`src/rtl/result_bcd_conv.sv`:
```
// 8-bit result to 3-digit BCD converter (double dabble); RESULT_SIGNED_EN selects two's-complement input.
// Latency: out_valid rises 8 edges after accept; one conversion per 10 cycles with out_ready held high.
// Backpressure: in_ready only in IDLE; digits hold in DONE until out_valid && out_ready.
module result_bcd_conv (
    input  logic       clk,
    input  logic       rst,
    input  logic [7:0] in_data,
    input  logic       in_valid,
    output logic       in_ready,
    output logic [3:0] out_hund,
    output logic [3:0] out_tens,
    output logic [3:0] out_ones,
    output logic       out_neg,
    output logic       out_valid,
    input  logic       out_ready
);

    typedef enum logic [1:0] {IDLE, SHIFT, DONE} state_t;

    state_t      state_q, state_d;
    logic [7:0]  sr_q, sr_d;
    logic [11:0] bcd_q, bcd_d;
    logic [11:0] bcd_adj;
    logic [3:0]  cnt_q, cnt_d;
    logic [3:0]  hund_q, hund_d, tens_q, tens_d, ones_q, ones_d;
    logic        in_ready_q, in_ready_d;
    logic        out_valid_q, out_valid_d;
    logic [7:0]  mag;
`ifdef RESULT_SIGNED_EN
    logic        neg_q, neg_d;
`endif

    always_comb begin
`ifdef RESULT_SIGNED_EN
        mag   = in_data[7] ? (8'd0 - in_data) : in_data;
        neg_d = neg_q;
`else
        mag   = in_data;
`endif
        bcd_adj[3:0]  = (bcd_q[3:0]  >= 4'd5) ? bcd_q[3:0]  + 4'd3 : bcd_q[3:0];
        bcd_adj[7:4]  = (bcd_q[7:4]  >= 4'd5) ? bcd_q[7:4]  + 4'd3 : bcd_q[7:4];
        bcd_adj[11:8] = (bcd_q[11:8] >= 4'd5) ? bcd_q[11:8] + 4'd3 : bcd_q[11:8];

        state_d     = state_q;
        sr_d        = sr_q;
        bcd_d       = bcd_q;
        cnt_d       = cnt_q;
        hund_d      = hund_q;
        tens_d      = tens_q;
        ones_d      = ones_q;
        in_ready_d  = in_ready_q;
        out_valid_d = out_valid_q;

        case (state_q)
            IDLE: begin
                if (in_valid) begin
                    sr_d       = mag;
                    bcd_d      = 12'd0;
                    cnt_d      = 4'd0;
                    in_ready_d = 1'b0;
                    state_d    = SHIFT;
`ifdef RESULT_SIGNED_EN
                    neg_d      = in_data[7];
`endif
                end
            end
            SHIFT: begin
                bcd_d = {bcd_adj[10:0], sr_q[7]};
                sr_d  = {sr_q[6:0], 1'b0};
                cnt_d = cnt_q + 4'd1;
                // The eighth shift lands directly in the output digit registers.
                if (cnt_q == 4'd7) begin
                    hund_d      = bcd_d[11:8];
                    tens_d      = bcd_d[7:4];
                    ones_d      = bcd_d[3:0];
                    out_valid_d = 1'b1;
                    state_d     = DONE;
                end
            end
            DONE: begin
                if (out_ready) begin
                    out_valid_d = 1'b0;
                    in_ready_d  = 1'b1;
                    state_d     = IDLE;
                end
            end
            default: begin
                out_valid_d = 1'b0;
                in_ready_d  = 1'b1;
                state_d     = IDLE;
            end
        endcase
    end

    always_ff @(posedge clk) begin
        if (rst) begin
            state_q     <= IDLE;
            sr_q        <= 8'd0;
            bcd_q       <= 12'd0;
            cnt_q       <= 4'd0;
            hund_q      <= 4'd0;
            tens_q      <= 4'd0;
            ones_q      <= 4'd0;
            in_ready_q  <= 1'b1;
            out_valid_q <= 1'b0;
`ifdef RESULT_SIGNED_EN
            neg_q       <= 1'b0;
`endif
        end else begin
            state_q     <= state_d;
            sr_q        <= sr_d;
            bcd_q       <= bcd_d;
            cnt_q       <= cnt_d;
            hund_q      <= hund_d;
            tens_q      <= tens_d;
            ones_q      <= ones_d;
            in_ready_q  <= in_ready_d;
            out_valid_q <= out_valid_d;
`ifdef RESULT_SIGNED_EN
            neg_q       <= neg_d;
`endif
        end
    end

    assign in_ready  = in_ready_q;
    assign out_valid = out_valid_q;
    assign out_hund  = hund_q;
    assign out_tens  = tens_q;
    assign out_ones  = ones_q;
`ifdef RESULT_SIGNED_EN
    assign out_neg   = neg_q;
`else
    assign out_neg   = 1'b0;
`endif

endmodule
```
`config.mk`:
```
export PLATFORM = sky130hd
export DESIGN_NAME = result_bcd_conv
export DESIGN_NICKNAME = d
export VERILOG_FILES = /design/src/rtl/result_bcd_conv.sv
export SDC_FILE = /design/constraint.sdc
export NUM_CORES = 1
export LEC_CHECK = 0
export BUFFER_PORTS_ARGS = -buffer_cell sky130_fd_sc_hd__clkbuf_2
export CAP_MARGIN = 20
export CELL_PAD_IN_SITES_DETAIL_PLACEMENT = 0
export CELL_PAD_IN_SITES_GLOBAL_PLACEMENT = 1
export CORE_UTILIZATION = 42
export DETAILED_ROUTE_END_ITERATION = 16
export PLACE_DENSITY = 0.8
export SYNTH_ARGS = -nofsm -noshare
export SYNTH_HDL_FRONTEND = slang
export SYNTH_SLANG_ARGS = --single-unit
```
`constraint.sdc`:
```
create_clock -name clk -period 3.04 [get_ports clk]
set_input_delay 0.912 -clock clk [delete_from_list [all_inputs] [get_ports clk]]
set_output_delay 0.912 -clock clk [all_outputs]
set_load 0.05 [all_outputs]
```
==> summary.md <==
| Metric | Value |
|---|---|
| Share of flip-flops with an asynchronous set or reset | `0` |
| Port Buf Inserts | `25` |
| HPWL reported at the end of detailed placement | `between 2 and 3 mm` |
| Clock power share | `0.362` |
| RSZ-0062 raised after global routing | `no` |
| GP Congestion | `0.7355` |
| Setup crit start kind | `flip-flop` |
| Core Area | `approximately 4400 um2` |
| Clk sinks | `40` |
| First-pass DRT Iterations | `4` |
| Initial antenna violation count | `0` |
| Share of Yosys cell area claimed by the top area cell type | `0.4148` |
| R2R Path Start | `state_q[0]` |
| CTS resizes | `0` |
| Hold Fails Final Rpt | `0` |
| Crit path largest cell delay | `roughly 0.36 ns` |
| Setup violators final | `0` |
| Sequential share of the synthesized area | `0.4148` |
| CP arrival | `2.06 ns` |
| Most frequent cells in the layout | `40 x dfxtp_1, 37 x nor2_1, 25 x clkbuf_2, 24 x a21oi_1, 12 x nand2b_1` |
| Placement Setup Slack | `roughly 1 ns` |
| Layout cells sized above 1 | `0.2058` |
| Initial DRC count | `65` |
| Post-route DRC | `0` |
| Comb power frac | `0.091` |
| Final clock skew | `0.004772 ns` |
| Top-Level Pins | `27` |
| Crit-path most repeated cell | `buf_4` |
| Worst Hold Class | `flip-flop to flip-flop` |
| Min-delay src | `sr_q[6]` |
| Via count | `1,578` |
| Vias per cell | `around 5.3` |
| Post CTS Setup Buffer Count | `0` |
| Slowest stage cell on the critical path | `nor3_4` |
| TritonCTS clock tree | `yes` |
| Post-layout nets | `around 260` |
| Worst reg2reg path depth | `6` |
| Max Cap Viol | `0` |
| Synth warn | `0` |
| Cell Int Power | `0.0007563 W` |
| Pins over their slew limit | `0` |
| Worst-path clk slew | `0.07 ns` |
| CTS root buffer | `clkbuf_8` |
| Flop pwr share | `0.547` |
| First-pass GRT wire length | `6.727 mm` |
| Core Util, Final | `0.4909` |
| Netlist cell types | `34` |
| Most used DFF post-synth | `dfxtp_1` |
| Worst path required time | `about 3.3 ns` |
| Clock Latency Late Sink | `0.29 ns` |
| Congestion Overflow GR | `0` |
| Leak | `0.8095 nW` |
| NetSw | `about 0.00024 W` |
| Avg Cell Area, Syn | `about 8.7 um2` |
| Gr usage total | `0.1726` |
| EDFF count, synth | `0` |
| Power Total | `about 0.0010 W` |
| H-tree depth | `2` |
| Max clock buf depth | `2` |
| CTS buffer count | `5` |
| Drt total wl | `3.845 mm` |
| Rel. slew slack | `0.5162` |
| Initial core utilization | `0.4404` |
| Post-synthesis instance area | `1931 um2` |
| Setup_tns | `0 ns` |
| Die width | `approximately 70 um` |
| Hold Crit Depth | `2` |
| Rows | `24` |
| Worst slew pin tran | `0.7242 ns` |
| Area growth, synth to finish | `11.47%` |
| Largest net degree at the start of global routing | `23` |
| Power Density | `463.4 nW/um2` |
| Final min period | `1.845 ns` |
| Number of global-route vias before repair | `1,456` |
| VDD IR max | `0.2341 mV` |
| Worst-path cell chain | `buf_4 -> nand2b_1 -> nor3_4 -> buf_4 -> nand2b_4 -> o22ai_1` |
| ANT cells | `0` |
| Post-route ant nets | `0` |
| F_max | `approximately 0.54 GHz` |
| Status | `finished, final reports clean` |
| CP Capture Type | `flip-flop` |
| # hold bufs at CTS | `0` |
| Total die area | `4872 um2` |
| Critical path class | `flip-flop to flip-flop` |
| Syn Nets | `about 240` |
| WL per Instance | `approximately 13 um` |
| Worst setup margin | `1.195 ns` |
| Fin crit share | `0.6069` |
| Max FO, Critical Path | `19` |
| Die H | `about 70 um` |
| Worst Setup SP | `state_q[0]` |
| Synth area leaders | `dfxtp_1 41%, nor2_1 7.2%, a21oi_1 6.2%` |
| Yosys top cell by area | `dfxtp_1` |
| Yosys reg bits | `40` |
| Most common cell after layout, fill and taps aside | `dfxtp_1` |
| Synthesized instance count | `222` |
| Sw Ratio | `0.2417` |
[stage by stage]
step	cells	hold WS [ns]	cell area [um2]
2_1_floorplan	222	0.4368	1931
3_3_place_gp	287	0.4590	2062
3_5_place_dp	287	0.4593	2062
4_1_cts	295	0.4708	2152
5_1_grt	295	0.5018	2152
6_report	295	0.4680	2152
[critical path: cells and delay by family (launching register included)]
family                 cells  cell delay [ns]
AND/OR/NAND/NOR            3             0.77
AO/OA/AOI/OAI              1             0.17
buffers and inverters      2             0.52
flip-flops                 1             0.31
[synthesized netlist by cell type, types with 2 or more instances]
cell type	instances
inv_1	10
nor3_1	5
nor2_1	37
a211oi_2	5
a22oi_1	4
nor2b_1	5
dfxtp_1	40
o221a_2	3
buf_6	2
nand3_1	4
o22ai_1	7
xnor2_1	3
a211oi_1	3
clkbuf_1	5
buf_4	2
nand3b_1	4
o21ai_0	9
buf_1	2
ha_1	7
mux2_2	4
nand2b_1	12
buf_2	5
nor3b_1	6
a21oi_1	24
o32ai_1	5
[state kept, by name, indices dropped and copies added (netlist names)]
register   flops
cnt_q          4
out_hund       4
in_ready       1
state_q        2
sr_q           8
out_valid      1
out_ones       4
out_tens       4
bcd_q         12
[final cells by class]
type	count	area [um2]
sequential	40	800.8
timing repair buffer	29	155.1
inverter	10	37.54
tap	52	65.06
fill	459	2232
multi-input combinational	156	1003
clock buffer	8	90.09
[logic make-up after synthesis]
family | Yosys count | synth area share
XOR/XNOR | 3 | 0.01361
buffers and inverters | 26 | 0.06546
other | 1 | 0.001942
multiplexers | 5 | 0.02851
AND/OR/NAND/NOR | 77 | 0.2100
adder cells (fa/ha/maj) | 7 | 0.04536
AO/OA/AOI/OAI | 63 | 0.2203
flip-flops | 40 | 0.4148
[final timing paths]
check,slack (ns),endpoint
worst max register to register,1.20,out_tens[1]
worst max-delay path,1.20,out_tens[1]
worst min register to register,0.47,sr_q[6]
worst min-delay path,0.47,sr_q[6]
[layer usage]
layer	part of all wire	global-route usage
met1	0.54	0.2516
met2	0.42	0.2404
met3	0.028	0.05233
met4	0.0083	0.05778
met5	0	0
[power by group through the flow]
stage	clock [W]	sequential, W	combinational (W)
2_1_floorplan	0	0.000560	0.0000681
3_3_place_gp	0	0.000558	0.0000904
3_5_place_dp	0	0.000558	0.0000910
6_report	0.000361	0.000546	0.0000903
4_1_cts	0.000378	0.000546	0.0000913
5_1_grt	0.000398	0.000547	0.000103
No activity file was read; power rests on OpenSTA's default activity.
